**src/rtl/pipelined_alu.sv**
```systemverilog
// Pipelined, handshaked ALU with registered result and flags.
//
// Single-cycle ops (add, sub, not, and, or, shifts, branches, slt) register
// their result on the accept edge. Signed multiply spends WIDTH cycles in the
// MUL state before its result is registered.
//
// Ports:
//   clk, rst        rising-edge clock, synchronous active-high reset
//   in_valid/ready  operand handshake (a, b, op)
//   a, b            signed operands; b[SHW-1:0] is the shift amount
//   op              4-bit operation select
//   out_valid/ready result handshake
//   f               registered result
//   ovf             registered signed-overflow flag
//   zero            registered f == 0 flag
//   take_branch     registered branch decision
//   busy            high while a multiply is in flight
module pipelined_alu #(
  parameter int unsigned WIDTH = 8
) (
  input  logic             clk,
  input  logic             rst,
  input  logic             in_valid,
  output logic             in_ready,
  input  logic [WIDTH-1:0] a,
  input  logic [WIDTH-1:0] b,
  input  logic [3:0]       op,
  output logic             out_valid,
  input  logic             out_ready,
  output logic [WIDTH-1:0] f,
  output logic             ovf,
  output logic             zero,
  output logic             take_branch,
  output logic             busy
);

  localparam int unsigned SHW = $clog2(WIDTH);

  localparam logic [3:0] OpAdd = 4'b0000;
  localparam logic [3:0] OpSub = 4'b0001;
  localparam logic [3:0] OpNot = 4'b0010;
  localparam logic [3:0] OpAnd = 4'b0011;
  localparam logic [3:0] OpOr  = 4'b0100;
  localparam logic [3:0] OpSra = 4'b0101;
  localparam logic [3:0] OpSll = 4'b0110;
  localparam logic [3:0] OpSrl = 4'b0111;
  localparam logic [3:0] OpBeq = 4'b1000;
  localparam logic [3:0] OpBne = 4'b1001;
  localparam logic [3:0] OpSlt = 4'b1010;
  localparam logic [3:0] OpMul = 4'b1011;

  typedef enum logic [1:0] {StIdle, StMul, StHold} state_e;

  state_e           state_q, state_d;
  logic [SHW-1:0]   cnt_q, cnt_d;
  logic [WIDTH-1:0] a_q, a_d, b_q, b_d;
  logic [WIDTH-1:0] f_q, f_d;
  logic             ovf_q, ovf_d, zero_q, zero_d, tb_q, tb_d;

  logic               accept;
  logic [SHW-1:0]     shamt;
  logic [WIDTH-1:0]   sum, diff;
  logic [WIDTH-1:0]   alu_f;
  logic               alu_ovf, alu_tb;
  logic [2*WIDTH-1:0] prod;
  logic               mul_ovf;

  assign in_ready  = (state_q == StIdle) | ((state_q == StHold) & out_ready);
  assign out_valid = (state_q == StHold);
  assign busy      = (state_q == StMul);
  assign accept    = in_valid & in_ready;

  assign f           = f_q;
  assign ovf         = ovf_q;
  assign zero        = zero_q;
  assign take_branch = tb_q;

  assign shamt = b[SHW-1:0];
  assign sum   = a + b;
  assign diff  = a - b;

  // Low 2*WIDTH bits of the product of sign-extended operands equal the
  // signed product, so an unsigned multiply suffices.
  assign prod    = {{WIDTH{a_q[WIDTH-1]}}, a_q} * {{WIDTH{b_q[WIDTH-1]}}, b_q};
  assign mul_ovf = (prod[2*WIDTH-1:WIDTH] != {WIDTH{prod[WIDTH-1]}});

  // Single-cycle datapath on the live inputs.
  always_comb begin
    alu_f   = '0;
    alu_ovf = 1'b0;
    alu_tb  = 1'b0;
    case (op)
      OpAdd: begin
        alu_f   = sum;
        alu_ovf = (a[WIDTH-1] == b[WIDTH-1]) & (sum[WIDTH-1] != a[WIDTH-1]);
      end
      OpSub: begin
        alu_f   = diff;
        alu_ovf = (a[WIDTH-1] != b[WIDTH-1]) & (diff[WIDTH-1] != a[WIDTH-1]);
      end
      OpNot: alu_f = ~b;
      OpAnd: alu_f = a & b;
      OpOr:  alu_f = a | b;
      OpSra: alu_f = $unsigned($signed(a) >>> shamt);
      OpSll: alu_f = a << shamt;
      OpSrl: alu_f = a >> shamt;
      OpBeq: alu_tb = (a == b);
      OpBne: alu_tb = (a != b);
      OpSlt: alu_f = {{(WIDTH-1){1'b0}}, ($signed(a) < $signed(b))};
      default: begin
        alu_f   = '0;
        alu_ovf = 1'b0;
        alu_tb  = 1'b0;
      end
    endcase
  end

  always_comb begin
    state_d = state_q;
    cnt_d   = cnt_q;
    a_d     = a_q;
    b_d     = b_q;
    f_d     = f_q;
    ovf_d   = ovf_q;
    zero_d  = zero_q;
    tb_d    = tb_q;
    unique case (state_q)
      StIdle, StHold: begin
        if (accept) begin
          if (op == OpMul) begin
            state_d = StMul;
            cnt_d   = SHW'(WIDTH - 1);
            a_d     = a;
            b_d     = b;
          end else begin
            state_d = StHold;
            f_d     = alu_f;
            ovf_d   = alu_ovf;
            zero_d  = (alu_f == '0);
            tb_d    = alu_tb;
          end
        end else if ((state_q == StHold) && out_ready) begin
          state_d = StIdle;
        end
      end
      StMul: begin
        if (cnt_q == '0) begin
          state_d = StHold;
          f_d     = prod[WIDTH-1:0];
          ovf_d   = mul_ovf;
          zero_d  = (prod[WIDTH-1:0] == '0);
          tb_d    = 1'b0;
        end else begin
          cnt_d = cnt_q - SHW'(1);
        end
      end
      default: state_d = StIdle;
    endcase
  end

  always_ff @(posedge clk) begin
    if (rst) begin
      state_q <= StIdle;
      cnt_q   <= '0;
      a_q     <= '0;
      b_q     <= '0;
      f_q     <= '0;
      ovf_q   <= 1'b0;
      zero_q  <= 1'b0;
      tb_q    <= 1'b0;
    end else begin
      state_q <= state_d;
      cnt_q   <= cnt_d;
      a_q     <= a_d;
      b_q     <= b_d;
      f_q     <= f_d;
      ovf_q   <= ovf_d;
      zero_q  <= zero_d;
      tb_q    <= tb_d;
    end
  end

endmodule
```
**config.mk**
```make
export PLATFORM = sky130hd
export DESIGN_NAME = pipelined_alu
export DESIGN_NICKNAME = d
export VERILOG_FILES = /design/src/rtl/pipelined_alu.sv
export SDC_FILE = /design/constraint.sdc
export NUM_CORES = 1
export LEC_CHECK = 0
export ABC_CLOCK_PERIOD_IN_PS = 6100
export BUFFER_PORTS_ARGS = -buffer_cell sky130_fd_sc_hd__buf_2
export CAP_MARGIN = 30
export CORE_ASPECT_RATIO = 2
export CORE_UTILIZATION = 25
export DETAILED_ROUTE_END_ITERATION = 10
export MAX_ROUTING_LAYER = met4
export SLEW_MARGIN = 15
export SYNTH_ARGS = -nofsm -noshare
export SYNTH_HDL_FRONTEND = slang
export SYNTH_SLANG_ARGS = --single-unit
export TNS_END_PERCENT = 5
```
**constraint.sdc**
```tcl
create_clock -name clk -period 6.1 [get_ports clk]
set_input_delay 1.22 -clock clk [delete_from_list [all_inputs] [get_ports clk]]
set_output_delay 1.22 -clock clk [all_outputs]
set_load 0.005 [all_outputs]
```
; After elaboration in Yosys (flattened, before gate mapping)
; Cells that the tools add are included.
[totals]
ramBits = 0
latchBits = 0
mem_bits_ro = 0
inputBits = 24
out_inout_bits = 14
word_cells = 90
regBits = 32
memories = 0
[classes]
n_eq_ne = 26
bitwise = 8
div = 0
reduce_logical = 12
n_lt_le_gt_ge = 1
add_sub_neg = 3
muxes = 28
shifts = 3
n_mul = 1
[op_table]
columns = op, count
row1 = $pmux 8 s9, 1
row2 = $mux 8, 3
row3 = $eq 4x3->1 const B, 4
row4 = $eq 4x4->1 const B, 4
row5 = $logic_not 8->1, 2
row6 = $mul 8x8->16, 1
row7 = $ne 8x8->1, 2
row8 = $pmux 8 s2, 1
row9 = $pmux 1 s2, 5
row10 = $mux 1, 9
row11 = $mux 3, 3
row12 = $add 8x8->8, 1
row13 = $and 8x8->8, 1
row14 = $eq 4x2->1 const B, 2
row15 = $eq 8x8->1, 1
row16 = $lt 8x8->1, 1
row17 = $mux 2, 4
row18 = $ne 2x2->1 const B, 4
row19 = $not 8->8, 1
row20 = $or 8x8->8, 1
row21 = $reduce_and 4->1, 2
row22 = $shl 8x3->8, 1
row23 = $shr 8x3->8, 1
row24 = $sshr 8x3->8, 1
row25 = 21 further kinds, 26

; Depth between registers and ports, before layout
[logic_depth]
depth_word = 7
ltp_mapped = 19

; Worst setup path after synthesis
; OpenSTA, ideal clock, no wires.
[synth_timing]
kind = register to register
start = register b_q[2]
end = register ovf_q, in the netlist ovf
arrival_ns = 4.558
period_less_slack_ns = 4.680
slack_ns = 1.420
path_stages_with_launch = 18
setup_ns = 0.122
path_cell_list = dfxtp_1 -> clkbuf_1 -> and2_1 -> fa_1 -> inv_1 -> fa_1 -> fa_1 -> fa_1 -> inv_1 -> ha_1 -> and3_1 -> a221o_1 -> o41ai_2 -> nor3_1 -> a211oi_1 -> mux2i_1 -> a211oi_1 -> o21ai_1
[synth_via]
elab_chain_cells = 4
[synth_lines]
columns = element, line
row1 = "start, declared", 56  ; logic [WIDTH-1:0] a_q, a_d, b_q, b_d;
row2 = "start signal, assigned", 166  ; b_q <= '0;
row3 = "start signal, assigned", 175  ; b_q <= b_d;
row4 = $mul 8x8->16, 84  ; assign prod = {{WIDTH{a_q[WIDTH-1]}}, a_q} * {{WIDTH{b_q[WIDTH-1]}}, b_q};
row5 = $ne 8x8->1, 85  ; assign mul_ovf = (prod[2*WIDTH-1:WIDTH] != {WIDTH{prod[WIDTH-1]}});
row6 = $mux 1, 147  ; if (cnt_q == '0) begin
row7 = $pmux 1 s2, 127  ; unique case (state_q)
row8 = "end signal, assigned", 177  ; ovf_q <= ovf_d;
row9 = "end, declared", 58  ; logic ovf_q, ovf_d, zero_q, zero_d, tb_q, tb_d;
; No other way between the ends. The select of a mux whose other input is x is not followed.
; A chain may end at the register's enable or synchronous reset.

; Worst setup path after layout
[layout_timing]
start = register b_q[0]
end = register ovf_q, in the netlist ovf
; The elaborated chain is that of the path after synthesis.

==> impl_metrics.env <==
export IMPL_rsz0062_at_grt="no"
export IMPL_max_cap_viol_count=0
export IMPL_path_class="reg -> reg"
export IMPL_grt_pass1_vias=5297
export IMPL_portBuffers=37
export IMPL_layout_nets=835
export IMPL_clock_fmax_mhz=198
export IMPL_clock_path_buffers=2
export IMPL_avgViaCountPerCell=5.05
export IMPL_slowest_delay_ns=0.57
export IMPL_crit_path_cell_trace="nand2_1 > fa_1 > inv_1 > fa_1 > inv_1 > fa_1 > fa_1 > inv_1 > ha_1 > and3_1 > a221o_1 > o41ai_2 > nor3_1 > a211oi_1 > mux2i_1 > a211oi_1 > o21ai_1"
export IMPL_worstPathMaxFanout=10
export IMPL_tightestPinTransition_ns=0.759
export IMPL_synth_fa_ha_area_share_pct=32.2
export IMPL_gp_congestion=0.923
export IMPL_fin_skew_ns=0.00596
export IMPL_synth_area_per_cell_sq_um=8.32
export IMPL_dp_hpwl_microns=13200
export IMPL_muxShareOfSynthArea_pct=8.40
export IMPL_tns_ns=0
export IMPL_synthSimpleGateAreaFrac_pct=19.4
export IMPL_drive_gt1_share_pct=10.7
export IMPL_grt_pass1_wl_microns=26100
export IMPL_synthFlopType="dfxtp_1"
export IMPL_yosysSeqAreaShare_pct=11.2
export IMPL_min_path_type="reg -> reg"
export IMPL_routed_wl_microns=15900
export IMPL_yosys_register_bits=32
export IMPL_initial_core_util_pct=25.4
export IMPL_slew_limit_headroom_pct=49.0
export IMPL_clkLatencyLatePin_ns=0.29
export IMPL_fillers=2433
export IMPL_clock_sinks=32
export IMPL_final_setup_worst_slack_ns=1.04
export IMPL_rows=78
export IMPL_cts_resized=0
export IMPL_setup_viol=0
export IMPL_clk_pin_slew_ns=0.06
export IMPL_ctsHtreeMaxLevel=2
export IMPL_hold_buffers=0
export IMPL_synth_cell_area_sq_mm=0.00572
export IMPL_pre_cts_slack_ns=1.03
export IMPL_crit_buf_inv=3
export IMPL_drc=0
export IMPL_cp_end_kind="register"
export IMPL_cts_buffers=5
export IMPL_leakagePower_nw=2.62
export IMPL_crit_path_top_delay_cell="dfxtp_1"
export IMPL_syn_inst=688
export IMPL_final_core_util_pct=27.9
export IMPL_root_buffer="clkbuf_16"
export IMPL_die_y_microns=216
export IMPL_crit_family="adder cells"
export IMPL_startpoint_type="register"
export IMPL_vias=4940
export IMPL_report_final_slew_viol_count=0
export IMPL_top_level_ports=38
export IMPL_grt_start_max_net_pins=35
export IMPL_synth_top_family_by_area="adder cells"
export IMPL_drt_pass1_iterations=4
export IMPL_cp_arrival_ns=5.23
export IMPL_die_area_sq_mm=0.0235
export IMPL_wl_per_cell_microns=16.3
export IMPL_postRouteAntennaNets=0
export IMPL_synth_xor_area_share_pct=3.52
export IMPL_synth_edff_count=0
export IMPL_ys_warn_count=0
export IMPL_die_width_microns=109
export IMPL_critPathMostFrequentCell="fa_1"
export IMPL_synth_distinct_cells=72
export IMPL_status="finished clean"
export IMPL_area_growth_pct=10.1
export IMPL_finalPower_mw=0.740
export IMPL_ir_worst_vdd_mv=0.131
export IMPL_period_share_pct=82.9
export IMPL_overflow=0
export IMPL_antenna_found_initial=0
export IMPL_grtUsageTotal_pct=14.6
export IMPL_critPathRequiredTime_ns=6.27
export IMPL_fin_crit_ns=5.06
export IMPL_antennaDiodeCount=0
export IMPL_synth_nets=825
export IMPL_synth_compound_area_share_pct=16.0
export IMPL_cts_setup_buffers=0
export IMPL_drtIter0Drc=187
export IMPL_cts_tree="done"
export IMPL_ys_async_sr_fraction_pct=0
export IMPL_powerDensity_mw_per_mm2=117
export IMPL_hold_viol=0
export IMPL_core_area_sq_mm=0.0225
[where the power goes]
| group | leakage [nW] | switching [mW] | internal, mW | total, mW |
|---|---|---|---|---|
| clock | 0.0901 | 0.0983 | 0.215 | 0.313 |
| sequential | 0.260 | 0.00642 | 0.216 | 0.222 |
| combinational | 2.27 | 0.123 | 0.0816 | 0.205 |
[cell usage after synthesis (3+ instances only)]
cell,n,share of area [%]
inv_1,98,6.4
nand2_1,64,4.2
fa_1,57,20
nor2_1,57,3.7
ha_1,56,12
a21oi_1,41,3.6
dfxtp_1,32,11
and2_1,26,2.8
clkbuf_1,25,1.6
mux2i_1,21,3.7
xnor2_1,18,2.8
o21ai_0,16,1.4
nand2b_1,14,1.5
nor3_1,12,1.0
mux4_2,11,4.3
o21ai_1,8,0.70
a221oi_1,7,1.1
o21bai_1,7,0.92
a211oi_1,6,0.79
buf_2,6,0.52
nor4_1,6,0.66
o22ai_1,6,0.66
nand3_1,5,0.44
o211ai_1,5,0.66
o221ai_1,5,0.77
or2_2,5,0.55
xor2_1,5,0.77
nand3b_1,4,0.52
or3_1,4,0.44
a21o_1,3,0.39
a31oi_1,3,0.33
and4_1,3,0.46
nand4_1,3,0.33
nor2b_1,3,0.33
nor3b_1,3,0.39
[per-layer routing]
metal  vias to the layer above  GRT usage [%]  wire [microns]
li1                       2344              -               -
met5                         -              -               0
met4                         0           8.38             838
met3                        58           1.03             290
met1                      2429           12.9            5550
met2                       109           28.8            9260
[worst reg2reg max path: stages (launching register included)]
cell and delay (ns):
dfxtp_1 0.57, nand2_1 0.15, fa_1 0.52, inv_1 0.05, fa_1 0.50, inv_1 0.05, fa_1 0.47, fa_1 0.54
inv_1 0.04, ha_1 0.34, and3_1 0.20, a221o_1 0.36, o41ai_2 0.39, nor3_1 0.10, a211oi_1 0.20, mux2i_1 0.13
a211oi_1 0.24, o21ai_1 0.10
[metrics by stage]
stage	cell area (sq um)	cells	hold slack [ns]
3_5_place_dp	6120	971	0.446
3_3_place_gp	6100	970	0.440
5_1_grt	6300	979	0.480
6_report	6300	979	0.454
2_1_floorplan	5720	688	0.448
4_1_cts	6300	979	0.452
[cell type report]
type / instances / area, sq um / area share [%]
repair buffers: 38 / 200 / 3.18
inverters: 99 / 372 / 5.90
well taps: 280 / 350 / 5.56
multi-input cells: 522 / 4560 / 72.3
clock buffers: 7 / 153 / 2.42
flip-flops and latches: 32 / 641 / 10.2
clock inverters: 1 / 30.0 / 0.477
[cells in the final DEF (no fill, tap or decap), types with 3 or more instances in the layout]
cell	instances
ha_1	56
mux2i_1	21
xor2_1	5
nand3b_1	4
nor3_1	12
or3_1	4
mux4_2	11
o21bai_1	7
or2_2	5
nand2_1	64
nand3_1	5
nor2_1	56
and4_1	3
o22ai_1	6
a31oi_1	3
inv_1	98
o21ai_1	8
a21o_1	3
fa_1	57
nand2b_1	14
a221oi_1	7
dfxtp_1	32
buf_2	37
and2_1	26
a21oi_1	41
a211oi_1	6
nor3b_1	3
o21ai_0	16
nand4_1	3
nor4_1	6
nor2b_1	3
o221ai_1	5
xnor2_1	18
clkbuf_16	5
o211ai_1	5
[worst paths after layout]
path | startpoint | end | slack [ns] | cells after the start
worst max-delay path | b_q[0] | ovf | 1.04 | 17
worst min-delay path | f[2] | f[2] | 0.45 | 2
worst max register to register | b_q[0] | ovf | 1.04 | 17
worst min register to register | f[2] | f[2] | 0.45 | 2
[cell families (layout without fill, tap and decap cells)]
family / after synthesis / in the layout
buf+inv: 134 / 145
simple gates: 221 / 221
fa+ha+maj: 113 / 113
flops: 32 / 32
xor+xnor: 23 / 23
mux: 34 / 34
compound gates: 131 / 131
[sequential cells by signal, indices dropped and copies added, names as in the netlist]
name / count
cnt_q: 3
b_q: 8
state_q: 2
f: 8
take_branch: 1
a_q: 8
zero: 1
ovf: 1
No activity file was read; power rests on OpenSTA's default activity.
